## config.mk

```make
export PLATFORM = sky130hd
export DESIGN_NAME = div_seq_flat
export DESIGN_NICKNAME = d
export VERILOG_FILES = /design/src/rtl/div_pkg.sv /design/src/rtl/div_seq_if.sv /design/src/rtl/div_step.sv /design/src/rtl/div_seq.sv /design/src/flat_wrapper.sv
export SDC_FILE = /design/constraint.sdc
export NUM_CORES = 1
export LEC_CHECK = 0
export BUFFER_PORTS_ARGS = -buffer_cell sky130_fd_sc_hd__buf_2
export CORE_MARGIN = 10
export CORE_UTILIZATION = 55
export DETAILED_ROUTE_END_ITERATION = 10
export PLACE_DENSITY = 0.85
export RECOVER_POWER = 100
export SLEW_MARGIN = 20
export SYNTH_ARGS = -nofsm -noshare
export SYNTH_HDL_FRONTEND = slang
export SYNTH_HIERARCHICAL = 1
export SYNTH_SLANG_ARGS = --single-unit
```

## constraint.sdc

```tcl
create_clock -name clock -period 7.4 [get_ports clock]
set_input_delay 0.37 -clock clock [delete_from_list [all_inputs] [get_ports clock]]
set_output_delay 0.37 -clock clock [all_outputs]
set_load 0.01 [all_outputs]
```

## src/rtl/div_pkg.sv

```systemverilog
// div_pkg: shared state encoding and constants for the sequential divider
package div_pkg;
   typedef enum logic [1:0] {IDLE = 2'd0, RUN = 2'd1, DONE = 2'd2} state_t;
   localparam logic DIV0_FILL = 1'b1;
endpackage

```

## src/rtl/div_seq_if.sv

```systemverilog
// div_seq_if: operand/request and result/status bundle of the divider
interface div_seq_if #(parameter int WIDTH = 32);
   logic [WIDTH-1:0] RegAOut, RegBOut, DivHIOut, DivLOOut;
   logic SignedMode, DivCtrl, Busy, DivDone, Div0, Ovf;
   modport master (output RegAOut, RegBOut, SignedMode, DivCtrl,
                   input Busy, DivDone, Div0, Ovf, DivHIOut, DivLOOut);
   modport slave (input RegAOut, RegBOut, SignedMode, DivCtrl,
                  output Busy, DivDone, Div0, Ovf, DivHIOut, DivLOOut);
endinterface

```

## src/rtl/div_step.sv

```systemverilog
// div_step: one restoring shift-subtract step on magnitudes
module div_step #(parameter int WIDTH = 32) (
   input  logic [WIDTH-1:0] rem_i,
   input  logic             bit_i,
   input  logic [WIDTH-1:0] den_i,
   output logic [WIDTH-1:0] rem_o,
   output logic             q_o
);
   logic [WIDTH:0]   sh;
   logic [WIDTH-1:0] diff;
   assign sh    = {rem_i, bit_i};
   assign q_o   = sh >= {1'b0, den_i};
   // a successful subtract always leaves a value below den_i, so WIDTH bits suffice
   assign diff  = sh[WIDTH-1:0] - den_i;
   assign rem_o = q_o ? diff : sh[WIDTH-1:0];
endmodule

```

## src/rtl/div_seq.sv

```systemverilog
// div_seq: sequential restoring divider, one quotient bit per clock, signed or unsigned
module div_seq import div_pkg::*; #(
   parameter int WIDTH = 32,
   parameter int CNT_W = $clog2(WIDTH+1)
) (
   input logic clock,
   input logic reset,
   div_seq_if.slave bus
);
   state_t state_q, state_d;
   logic [CNT_W-1:0] cnt_q, cnt_d;
   logic [WIDTH-1:0] rem_q, rem_d, quo_q, quo_d, den_q, den_d, araw_q, araw_d;
   logic [WIDTH-1:0] hi_q, hi_d, lo_q, lo_d;
   logic sa_q, sa_d, sb_q, sb_d, sm_q, sm_d;
   logic busy_q, busy_d, done_q, done_d, div0_q, div0_d, ovf_q, ovf_d;
   logic sa_in, sb_in, step_q, last;
   logic [WIDTH-1:0] step_rem, qfin;

   assign sa_in = bus.SignedMode & bus.RegAOut[WIDTH-1];
   assign sb_in = bus.SignedMode & bus.RegBOut[WIDTH-1];
   assign last  = cnt_q == CNT_W'(1);
   assign qfin  = {quo_q[WIDTH-2:0], step_q};

   div_step #(.WIDTH(WIDTH)) u_step (
      .rem_i(rem_q), .bit_i(quo_q[WIDTH-1]), .den_i(den_q),
      .rem_o(step_rem), .q_o(step_q)
   );

   // state register
   always_ff @(posedge clock or posedge reset)
      if (reset) state_q <= IDLE;
      else state_q <= state_d;

   // next state; a zero divisor spends one RUN cycle, then goes straight to DONE
   always_comb begin
      state_d = IDLE;
      case (state_q)
         IDLE: state_d = bus.DivCtrl ? RUN : IDLE;
         RUN:  state_d = !bus.DivCtrl ? IDLE : (den_q == '0 || last) ? DONE : RUN;
         DONE: state_d = bus.DivCtrl ? DONE : IDLE;
         default: state_d = IDLE;
      endcase
   end

   // datapath and registered outputs
   always_comb begin
      cnt_d = cnt_q; rem_d = rem_q; quo_d = quo_q; den_d = den_q; araw_d = araw_q;
      sa_d = sa_q; sb_d = sb_q; sm_d = sm_q;
      hi_d = hi_q; lo_d = lo_q;
      busy_d = busy_q; done_d = done_q; div0_d = div0_q; ovf_d = ovf_q;
      if (state_q == IDLE && bus.DivCtrl) begin
         sa_d = sa_in; sb_d = sb_in; sm_d = bus.SignedMode; araw_d = bus.RegAOut;
         quo_d = sa_in ? -bus.RegAOut : bus.RegAOut;
         den_d = sb_in ? -bus.RegBOut : bus.RegBOut;
         rem_d = '0; cnt_d = CNT_W'(WIDTH);
         busy_d = |bus.RegBOut; done_d = 1'b0; div0_d = 1'b0; ovf_d = 1'b0;
      end else if (state_q == RUN && !bus.DivCtrl) begin
         busy_d = 1'b0;
      end else if (state_q == RUN && den_q == '0) begin
         div0_d = 1'b1; done_d = 1'b1;
         lo_d = {WIDTH{DIV0_FILL}}; hi_d = araw_q;
      end else if (state_q == RUN) begin
         rem_d = step_rem; quo_d = qfin; cnt_d = cnt_q - CNT_W'(1);
         if (last) begin
            busy_d = 1'b0; done_d = 1'b1;
            lo_d = (sa_q ^ sb_q) ? -qfin : qfin;
            hi_d = sa_q ? -step_rem : step_rem;
            // a non-negative signed quotient with its MSB set only arises from MIN / -1
            ovf_d = sm_q & ~(sa_q ^ sb_q) & qfin[WIDTH-1];
         end
      end else if (state_q == DONE && !bus.DivCtrl) begin
         done_d = 1'b0;
      end
   end

   // datapath registers
   always_ff @(posedge clock or posedge reset)
      if (reset) begin
         cnt_q <= '0; rem_q <= '0; quo_q <= '0; den_q <= '0; araw_q <= '0;
         sa_q <= 1'b0; sb_q <= 1'b0; sm_q <= 1'b0;
         hi_q <= '0; lo_q <= '0;
         busy_q <= 1'b0; done_q <= 1'b0; div0_q <= 1'b0; ovf_q <= 1'b0;
      end else begin
         cnt_q <= cnt_d; rem_q <= rem_d; quo_q <= quo_d; den_q <= den_d; araw_q <= araw_d;
         sa_q <= sa_d; sb_q <= sb_d; sm_q <= sm_d;
         hi_q <= hi_d; lo_q <= lo_d;
         busy_q <= busy_d; done_q <= done_d; div0_q <= div0_d; ovf_q <= ovf_d;
      end

   assign bus.Busy     = busy_q;
   assign bus.DivDone  = done_q;
   assign bus.Div0     = div0_q;
   assign bus.Ovf      = ovf_q;
   assign bus.DivHIOut = hi_q;
   assign bus.DivLOOut = lo_q;
endmodule
```

## src/flat_wrapper.sv

```systemverilog
// flat-port wrapper written by rule: the top's interface ports become plain ports
module div_seq_flat import div_pkg::*;
#(
   parameter int WIDTH = 32,
   parameter int CNT_W = $clog2(WIDTH+1)
)
  (clock, reset, bus_RegAOut, bus_RegBOut, bus_SignedMode, bus_DivCtrl, bus_Busy, bus_DivDone, bus_Div0, bus_Ovf, bus_DivHIOut, bus_DivLOOut);
  div_seq_if #(.WIDTH(WIDTH)) bus_i ();
  input logic clock;
  input logic reset;
  input wire logic [$bits(bus_i.RegAOut)-1:0] bus_RegAOut;
  input wire logic [$bits(bus_i.RegBOut)-1:0] bus_RegBOut;
  input wire logic [$bits(bus_i.SignedMode)-1:0] bus_SignedMode;
  input wire logic [$bits(bus_i.DivCtrl)-1:0] bus_DivCtrl;
  output wire logic [$bits(bus_i.Busy)-1:0] bus_Busy;
  output wire logic [$bits(bus_i.DivDone)-1:0] bus_DivDone;
  output wire logic [$bits(bus_i.Div0)-1:0] bus_Div0;
  output wire logic [$bits(bus_i.Ovf)-1:0] bus_Ovf;
  output wire logic [$bits(bus_i.DivHIOut)-1:0] bus_DivHIOut;
  output wire logic [$bits(bus_i.DivLOOut)-1:0] bus_DivLOOut;
  assign bus_i.RegAOut = bus_RegAOut;
  assign bus_i.RegBOut = bus_RegBOut;
  assign bus_i.SignedMode = bus_SignedMode;
  assign bus_i.DivCtrl = bus_DivCtrl;
  assign bus_Busy = bus_i.Busy;
  assign bus_DivDone = bus_i.DivDone;
  assign bus_Div0 = bus_i.Div0;
  assign bus_Ovf = bus_i.Ovf;
  assign bus_DivHIOut = bus_i.DivHIOut;
  assign bus_DivLOOut = bus_i.DivLOOut;
  div_seq #(.WIDTH(WIDTH), .CNT_W(CNT_W)) u_core (.clock(clock), .reset(reset), .bus(bus_i));
endmodule
```

# Word level (Yosys, flattened, before mapping)

Cells that the tools add are included.

Logic and storage cells: 107
Bits in registers: 207
Output and inout port bits: 68

Multiplexer cells: 47
Reductions and logical operators: 23
$lt $le $gt $ge: 1
Equal/unequal tests: 7
Bitwise logic cells: 8
$add $sub $neg: 6

Operators by type and width:

| cell                                                               | number |
|---|---|
| 32-bit 2-to-1 mux                                                  | 19 |
| 32-bit negator                                                     | 4 |
| 33-bit by 32-bit >= comparator with 1-bit output                   | 1 |
| 32-bit logical NOT                                                 | 1 |
| 32-bit OR reduction                                                | 1 |
| 32-bit subtractor                                                  | 1 |
| 6-bit 2-to-1 mux                                                   | 4 |
| 1-bit 2-to-1 mux                                                   | 20 |
| 2-bit nonzero test                                                 | 5 |
| 3-bit AND reduction                                                | 3 |
| 4-bit AND reduction                                                | 2 |
| 6-bit by 1-bit == test with 1-bit output, second input constant    | 1 |
| 2-bit 2-to-1 mux                                                   | 3 |
| 2-bit case mux with 3 select lines                                 | 1 |
| 3-bit nonzero test                                                 | 2 |
| 6-bit by 1-bit subtractor with 6-bit output, second input constant | 1 |
| 1-bit bitwise AND                                                  | 4 |
| 1-bit logical AND                                                  | 4 |
| 2-bit by 1-bit != test with 1-bit output, second input constant    | 2 |
| 4-bit by 2-bit != test with 1-bit output, second input constant    | 1 |
| 4-bit nonzero test                                                 | 1 |
| 3-bit by 1-bit != test with 1-bit output, second input constant    | 1 |
| 1-bit inverter                                                     | 3 |
| 2-bit by 1-bit == test with 1-bit output, second input constant    | 1 |
| other kinds (6)                                                    | 6 |

# Depth between registers and ports, before layout

Gate-level depths: netlist of the first run.

Depth in word-level cells: 9
Gate-level depth with buffers: 21
Mapped depth without buffers: 18

# Cells and area by module

Netlist of the first run, hierarchy kept.

By module, submodules not included:

| module   | seq. area each (µm²) | times used | area each (µm²) | cells each |
|---|---|---|---|---|
| div_seq  | 5180.0               | 1          | 10948.0         | 1236 |
| div_step | 0.0                  | 1          | 2331.0          | 323 |

# Worst setup path before layout of the first run

Ideal clock, no wire load.

Path type: reg-to-reg
Start point: reg u_core.rem_q[6]
End point: reg u_core.hi_q[31], in the netlist u_core/bus.DivHIOut[31]
Data arrival time: 4.499 ns
Period minus slack after synthesis: 4.640 ns
Setup slack: 2.760 ns
Library setup time: 0.141 ns
Stages on the path, launching flop included: 19
Path through: dfrtp_1 ha_1 a21oi_2 a211oi_1 or3_4 nor4b_4 o21ai_2 a31oi_4 o21a_4 inv_2 buf_6 buf_12 mux2_4 or4_4 or3_4 or4_1 o31ai_2 xor2_1 o31ai_1

Word-level cells in the longest chain between the ends: 7
Elaborated cells between the ends (all ways): 8
Classes of those cells: 2 x add/sub; 1 x order compare; 5 x mux

RTL lines:

| item                                             | line           | source |
|---|---|---|
| start: declaration                               | div_seq.sv:12  | `logic [WIDTH-1:0] rem_q, rem_d, quo_q, quo_d, den_q, den_d, araw_q, araw_d;` |
| start signal: assignment                         | div_seq.sv:84  | `cnt_q <= cnt_d; rem_q <= rem_d; quo_q <= quo_d; den_q <= den_d; araw_q <= araw_d;` |
| 33-bit by 32-bit >= comparator with 1-bit output | div_step.sv:12 | `assign q_o = sh >= {1'b0, den_i};` |
| via u_core.step_q                                | div_seq.sv:16  | `logic sa_in, sb_in, step_q, last;` |
| 32-bit 2-to-1 mux                                | div_step.sv:15 | `assign rem_o = q_o ? diff : sh[WIDTH-1:0];` |
| via u_core.step_rem[26]                          | div_seq.sv:17  | `logic [WIDTH-1:0] step_rem, qfin;` |
| 32-bit negator                                   | div_seq.sv:67  | `hi_d = sa_q ? -step_rem : step_rem;` |
| 32-bit 2-to-1 mux                                | div_seq.sv:67  |  |
| 32-bit 2-to-1 mux                                | div_seq.sv:64  | `if (last) begin` |
| 32-bit 2-to-1 mux                                | div_seq.sv:62  | `end else if (state_q == RUN) begin` |
| 32-bit 2-to-1 mux                                | div_seq.sv:59  | `end else if (state_q == RUN && den_q == '0) begin` |
| end signal: assignment                           | div_seq.sv:86  | `hi_q <= hi_d; lo_q <= lo_d;` |
| end: declaration                                 | div_seq.sv:13  | `logic [WIDTH-1:0] hi_q, hi_d, lo_q, lo_d;` |

The timed path passes the listed nets, and every way through them passes these cells. The select of a mux whose other input is x is not followed.
A chain may end at the register's enable or synchronous reset.

# Worst setup path in the final report of the first run

Start point: reg u_core.den_q[1]
End point: reg u_core.hi_q[31], in the netlist u_core/bus.DivHIOut[31]

Word-level cells in the longest chain between the ends: 7
Elaborated cells between the ends (all ways): 13
Classes of those cells: 2 x add/sub; 1 x order compare; 5 x mux; 5 x reduce/logical

RTL lines:

| item                                             | line |
|---|---|
| start: declaration                               | div_seq.sv:12 |
| start signal: assignment                         | div_seq.sv:84 |
| 33-bit by 32-bit >= comparator with 1-bit output | div_step.sv:12 |
| via u_core.step_q                                | div_seq.sv:16 |
| 32-bit 2-to-1 mux                                | div_step.sv:15 |
| via u_core.step_rem[5]                           | div_seq.sv:17 |
| 32-bit negator                                   | div_seq.sv:67 |
| 32-bit 2-to-1 mux                                | div_seq.sv:67 |
| 32-bit 2-to-1 mux                                | div_seq.sv:64 |
| 32-bit 2-to-1 mux                                | div_seq.sv:62 |
| 32-bit 2-to-1 mux                                | div_seq.sv:59 |

The timed path passes the listed nets, and every way through them passes these cells. The select of a mux whose other input is x is not followed.

==> impl_metrics.py, run 1 <==
metrics = {
    "global_routing": {
        "grtUsageTotal_pct": 25.7,
        "grt_pass1_wl_mm": 65.3,
        "grt_pass1_vias": 11800,
        "grt_max_degree": 130,
        "antenna_found_initial": 3,
        "overflow": 0,
    },
    "cells_and_area": {
        "fillers": 2079,
        "fin_area_um2": 14700,
        "drive_gt1_share_pct": 9.31,
        "area_growth_pct": 10.3,
        "nNetsFinal": 1749,
    },
    "clock_tree": {
        "clock_path_buffers": 3,
        "cts_tree": "yes",
        "clk_latency_ps": 540,
        "cts-root-buf": "clkbuf_16",
        "postCtsSetupBuffers": 0,
        "h-tree-depth": 1,
        "clk_pin_slew_ps": 60,
        "cts.sinks": 207,
        "cts_buffers": 23,
        "cts.repair.resized": 0,
        "hold_buffers": 0,
    },
    "sta": {
        "post-route-period-util_pct": 85.2,
        "tightest_slew_ps": 5830,
        "fin_ws_ps": 1100,
        "finalHoldViolations": 0,
        "fin_hold_ws_ps": 96.1,
        "clock_skew_ps": 20.7,
        "setup_tns_ps": 0,
        "max_slew_margin_pct": -288,
        "grt_setup_unrepaired": "false",
        "post-route-min-period_ps": 6300,
        "drv_slew": 375,
        "setup_viol": 0,
        "fmax_mhz": 159,
    },
    "critical_path": {
        "cp_max_fo": 31,
        "r2r_end": "u_core/bus.DivHIOut[31]$_DFFE_PP0P_",
        "start_kind": "flop",
        "worstSetupPathType": "reg -> reg",
        "crit_path_end": "u_core/bus.DivHIOut[31]$_DFFE_PP0P_",
        "arrival_ps": 6650,
        "crit_start": "u_core/den_q[1]$_DFFE_PP0P_",
        "crit_required_ps": 7740,
        "rr_startpoint": "u_core/den_q[1]$_DFFE_PP0P_",
        "reg2reg_depth": 17,
        "end_kind": "flop",
        "r2r_slack_ps": 1100,
    },
    "logic_synthesis": {
        "syn_area_um2": 13300,
        "syn_area_per_cell_um2": 8.52,
        "yosys_register_bits": 207,
        "yosys.area_share.adder_pct": 3.73,
        "synth_compound_area_share_pct": 20.2,
        "yosysSeqAreaShare_pct": 39.0,
        "ys_types": 76,
        "synthCells": 1559,
        "syn-num-nets": 1666,
        "synth_mux_area_share_pct": 3.32,
        "yosys.area_share.xor_xnor_pct": 9.50,
        "async_flop_share_pct": 100,
        "yosys.area_share.simple_pct": 19.9,
        "synth_warnings": 6,
        "synth_top_family_by_area": "compound AO/OA/AOI/OAI gates",
        "synth-edff-count": 0,
        "ys.flop_type": "dfrtp_1",
    },
    "power": {
        "peakVddDrop_mv": 0.236,
        "power.density_nw_per_um2": 517,
        "total_power_mw": 7.57,
        "total_leakage_power_nw": 6.39,
    },
    "status": {
        "status": "finished with violations",
        "violations": "max-capacitance violations, max-slew violations",
    },
    "route": {
        "dr_total_vias": 12600,
        "routed_wl_mm": 41.2,
        "drt_iter0_drc": 1580,
        "routedWlPerCell_um": 20.8,
        "antenna_left": 0,
        "firstDrtPassIters": 8,
        "drc": 0,
        "vias_per_cell": 6.39,
    },
    "placed_design": {
        "hpwlAfterDp_mm": 30.2,
        "placedInstanceArea_um2": 14100,
        "gp_congestion": 1.01,
        "io_buffers": 135,
        "dp_slack_ps": 1890,
    },
    "flow_run": {
        "maxCapViolCount": 5,
    },
    "floorplanning": {
        "io_pins": 136,
        "placementRows": 56,
        "initial_core_util_pct": 56.2,
        "die_x_um": 175,
        "core_area_um2": 23600,
        "die-area_um2": 30800,
        "die_y_um": 175,
    },
    "min_path": {
        "holdCritPathClass": "in -> reg",
    },
}
==> worst min-delay path by stage <==
| stage | endpoint | slack (ps) | from | cells after the start |
|---|---|---|---|---|
| after floorplan | u_core/araw_q[15]$_DFFE_PP0P_ | 440 | u_core/araw_q[15]$_DFFE_PP0P_ | 2 |
| after global placement | u_core/araw_q[30]$_DFFE_PP0P_ | 450 | u_core/araw_q[30]$_DFFE_PP0P_ | 2 |
| after detailed placement | u_core/araw_q[30]$_DFFE_PP0P_ | 460 | u_core/araw_q[30]$_DFFE_PP0P_ | 2 |
| after CTS | u_core/bus.DivLOOut[2]$_DFFE_PP0P_ | 60 | reset | 2 |
| after global routing | u_core/araw_q[2]$_DFFE_PP0P_ | 120 | bus_RegAOut[2] | 3 |
| final | u_core/araw_q[8]$_DFFE_PP0P_ | 100 | bus_RegAOut[8] | 3 |
==> through the flow <==
step / std cells / util, %
2_1_floorplan: 1559 / -
3_3_place_gp: 1935 / 59.8
3_5_place_dp: 1935 / 59.8
4_1_cts: 1973 / 62.7
5_1_grt: 1977 / 62.0
6_report: 1977 / 62.0
==> per-layer routing <==
| layer | part of all wire [%] | track usage (%) | routed length, um |
|---|---|---|---|
| met2 | 45 | 39.1 | 18300 |
| met1 | 42 | 35.9 | 17300 |
| met4 | 2.6 | 7.81 | 1060 |
| met3 | 11 | 5.51 | 4490 |
| met5 | 0 | 0 | 0 |
==> cell families after synthesis <==
family          after synthesis
simple gates                565
compound gates              420
flops                       207
buf+inv                     147
xor+xnor                    144
fa+ha+maj                    39
mux                          37
==> cell usage in the layout, fill, tap and decap left out, drive strengths merged, types with 18 or more instances in the layout <==
master / instances
o31ai: 31
a21oi: 105
a31oi: 18
nand2: 243
nor3: 30
nor2: 141
xor2: 63
dfrtp: 207
a22o: 30
mux2: 29
clkbuf: 105
o41ai: 21
inv: 57
nor4: 29
o21ai: 123
buf: 73
xnor2: 81
ha: 38
or3: 18
==> Yosys cell counts (all sizes together), types with 21 or more instances <==
master / count / share of area (%)
a21oi: 105 / 4.0
a22o: 30 / 2.0
clkbuf: 74 / 2.1
dfrtp: 207 / 39
ha: 38 / 3.6
inv: 57 / 1.6
mux2: 29 / 2.7
nand2: 243 / 6.9
nor2: 141 / 4.0
nor3: 30 / 1.2
nor4: 29 / 1.5
o21ai: 123 / 4.7
o31ai: 31 / 1.8
o41ai: 21 / 1.4
xnor2: 81 / 5.3
xor2: 63 / 4.2
==> state kept, by name, indices dropped and copies added (netlist names) <==
name and count:
u_core/sa_q 1, u_core/quo_q 32, u_core/cnt_q 6, u_core/den_q 32, u_core/bus.DivDone 1, u_core/bus.Div0 1, u_core/bus.DivLOOut 32, u_core/sm_q 1
u_core/bus.Busy 1, u_core/rem_q 32, u_core/bus.DivHIOut 32, u_core/state_q 2, u_core/bus.Ovf 1, u_core/sb_q 1, u_core/araw_q 32
==> cell type report <==
class | instances | area [um^2] | area share (%)
diodes | 3 | 7.51 | 0.0512
clock inverters | 8 | 60.1 | 0.410
clock buffers | 30 | 612 | 4.18
repair buffers | 148 | 663 | 4.53
multi-input cells | 1205 | 7510 | 51.3
inverters | 57 | 215 | 1.47
well taps | 319 | 399 | 2.72
flip-flops and latches | 207 | 5180 | 35.4
==> power by group <==
part | total (mW) | switching, mW | internal [mW]
registers | 1.92 | 0.394 | 1.53
logic | 4.59 | 2.84 | 1.75
clock network | 1.06 | 0.473 | 0.584
total | 7.57 | 3.70 | 3.87
==> worst max-delay path, cell delays in order (launching register included) <==
cell      delay (ps)
dfrtp_1          410
inv_1             70
ha_1             310
nor2b_1          160
o2111a_1         270
o211ai_1         280
nor4b_1          580
o21ai_2          120
a31oi_1          380
o21a_4           230
inv_1            590
mux2_1           660
nor3_1           430
nand3b_1         470
or4_1            650
o31ai_2          240
xor2_1           190
o31ai_1           90
Note: power is estimated with default switching activity, not from simulation.
==> run 2: changes to the inputs <==
--- a/config.mk
+++ b/config.mk
@@ -7,9 +7,9 @@
 export LEC_CHECK = 0
 export BUFFER_PORTS_ARGS = -buffer_cell sky130_fd_sc_hd__buf_2
 export CORE_MARGIN = 10
-export CORE_UTILIZATION = 55
+export CORE_UTILIZATION = 41
 export DETAILED_ROUTE_END_ITERATION = 10
-export PLACE_DENSITY = 0.85
+export PLACE_DENSITY = 0.69
 export RECOVER_POWER = 100
 export SLEW_MARGIN = 20
 export SYNTH_ARGS = -nofsm -noshare
==> impl_metrics.py, run 2 (same netlist as run 1, synthesis figures left out) <==
metrics = {
    "route": {
        "met2_length_mm": 19.2,
        "routed_wl_mm": 42.1,
        "wl_met1_mm": 19.1,
        "drt_iter0_drc": 1242,
        "drc": 0,
        "dr_wl_met3_mm": 2.88,
        "routedWlPerCell_um": 20.4,
        "dr_total_vias": 12000,
        "firstDrtPassIters": 5,
        "top_layer_used": "met4",
        "antenna_left": 0,
        "vias_per_cell": 5.81,
    },
    "clock_tree": {
        "h-tree-depth": 1,
        "cts-root-buf": "clkbuf_16",
        "cts_buffers": 23,
        "postCtsSetupBuffers": 0,
        "cts_tree": "yes",
        "clock_path_buffers": 3,
        "cts.sinks": 207,
        "clk_latency_ps": 540,
        "clk_pin_slew_ps": 60,
    },
    "power": {
        "total_power_mw": 7.64,
        "intPower_mw": 3.99,
        "power.density_nw_per_um2": 511,
        "peakVddDrop_mv": 0.248,
        "total_leakage_power_nw": 6.49,
        "p_clk_share_pct": 16.9,
        "p_sw_mw": 3.65,
        "combPwrFrac_pct": 58.2,
        "swShare_pct": 47.8,
        "seq_power_share_pct": 24.9,
    },
    "critical_path": {
        "cp_top_family": "simple AND/OR/NAND/NOR gates",
        "worst-path-stages": 17,
        "worstPathCellList": "inv_1, ha_1, nand4_1, a211oi_1, or3_1, nor4b_1, o21ai_2, a31oi_1, o21a_4, inv_1, mux2_1, or3_1, nand3b_1, or4_1, o31ai_1, xor2_1, o31ai_1",
        "end_kind": "flop",
        "crit_path_end": "u_core/bus.DivHIOut[31]$_DFFE_PP0P_",
        "reg2reg_depth": 17,
        "crit_buf_inv": 2,
        "r2r_end": "u_core/bus.DivHIOut[31]$_DFFE_PP0P_",
        "crit_start": "u_core/den_q[12]$_DFFE_PP0P_",
        "cp_max_fo": 31,
        "worstSetupPathType": "reg -> reg",
        "start_kind": "flop",
        "crit_required_ps": 7830,
        "max_stage_delay_ps": 630,
        "arrival_ps": 6770,
        "rr_startpoint": "u_core/den_q[12]$_DFFE_PP0P_",
        "crit_slowest_cell": "or4_1",
        "r2r_slack_ps": 1060,
    },
    "placed_design": {
        "hpwlAfterDp_mm": 31.5,
        "io_buffers": 135,
        "placedInstanceArea_um2": 14300,
        "gp_congestion": 0.976,
    },
    "sta": {
        "setup_tns_ps": 0,
        "grt_setup_unrepaired": "false",
        "fin_hold_ws_ps": 90.1,
        "finalHoldViolations": 0,
        "setup_viol": 0,
        "drv_slew": 378,
        "clock_skew_ps": 21.6,
        "max_slew_margin_pct": -186,
        "tightest_slew_ps": 4270,
        "post-route-period-util_pct": 85.6,
        "post-route-min-period_ps": 6340,
        "fmax_mhz": 158,
    },
    "cells_and_area": {
        "nNetsFinal": 1753,
        "utilization_pct": 47.1,
        "layout_commonest_cell": "nand2_1",
        "area_growth_pct": 12.6,
        "fin_area_um2": 14900,
        "final_cell_mix": "nand2_1 (243), dfrtp_1 (207), nor2_1 (140), o21ai_0 (121), a21oi_1 (103)",
        "fillers": 3118,
        "drive_gt1_share_pct": 8.48,
    },
    "global_routing": {
        "grt_pass1_wl_mm": 65.9,
        "overflow": 0,
        "grt_pass1_vias": 11600,
        "antenna_found_initial": 1,
        "grt_max_degree": 95,
        "grtUsageTotal_pct": 20.6,
    },
    "floorplanning": {
        "initial_core_util_pct": 41.9,
        "core_area_um2": 31700,
        "die-area_um2": 40000,
        "die_x_um": 200,
        "io_pins": 136,
        "placementRows": 65,
        "die_y_um": 200,
    },
    "min_path": {
        "min_path_cells": 3,
        "holdCritPathClass": "in -> reg",
    },
    "flow_run": {
        "maxCapViolCount": 7,
    },
    "status": {
        "status": "finished with violations",
        "violations": "max-capacitance violations, max-slew violations",
    },
}
run 2: cell count changes in the layout (fill, tap and decap cells not counted), moves of 2 or more:
cell,previous run,this run
mux2_1,9,26
mux2_2,13,1
mux2_4,7,2
bufinv_16,0,6
diode_2,3,1
run 2: final cells by class:
class	count	area (um^2)	share of cell area, %
clock buffers	28	604	4.04
inverters	57	215	1.44
multi-input cells	1205	7490	50.1
flip-flops and latches	207	5180	34.7
well taps	402	503	3.37
clock inverters	14	243	1.62
diodes	1	2.50	0.0167
repair buffers	152	712	4.76
run 2: layer usage:
layer	GRT usage, %	vias to the layer above
li1	-	5717
met1	28.9	5791
met2	31.9	445
met3	3.60	51
met4	5.33	0
met5	0	-
run 2: tightest hold or removal path, stage by stage:
cell and delay (ps):
buf_2 120, nand2_1 60, nand2_1 50
run 2: power by group through the flow:
stage | registers [mW] | logic (mW) | clock network, mW
2_1_floorplan | 1.84 | 3.32 | 0
5_1_grt | 1.95 | 4.85 | 1.36
6_report | 1.90 | 4.45 | 1.29
3_5_place_dp | 1.91 | 4.51 | 0
4_1_cts | 1.90 | 4.55 | 1.31
3_3_place_gp | 1.90 | 4.46 | 0
run 2: worst min path at each step:
stage | from | end
after floorplan | u_core/araw_q[15]$_DFFE_PP0P_ | u_core/araw_q[15]$_DFFE_PP0P_
after global placement | u_core/araw_q[12]$_DFFE_PP0P_ | u_core/araw_q[12]$_DFFE_PP0P_
after detailed placement | u_core/araw_q[30]$_DFFE_PP0P_ | u_core/araw_q[30]$_DFFE_PP0P_
after CTS | bus_RegAOut[16] | u_core/araw_q[16]$_DFFE_PP0P_
after global routing | bus_RegAOut[19] | u_core/araw_q[19]$_DFFE_PP0P_
final | bus_RegAOut[16] | u_core/araw_q[16]$_DFFE_PP0P_
run 2: through the flow:
stage / setup slack [ps] / cells
after floorplan: 1380 / 1559
after global placement: 2070 / 2021
after detailed placement: 1860 / 2021
after CTS: 1840 / 2064
after global routing: 742 / 2066
final: 1060 / 2066
run 2: repair_timing:
action | in CTS | in global routing
hold buffers | 1 | 0
gates resized for setup | 0 | 0
hold endpoints to repair | 90 | 0
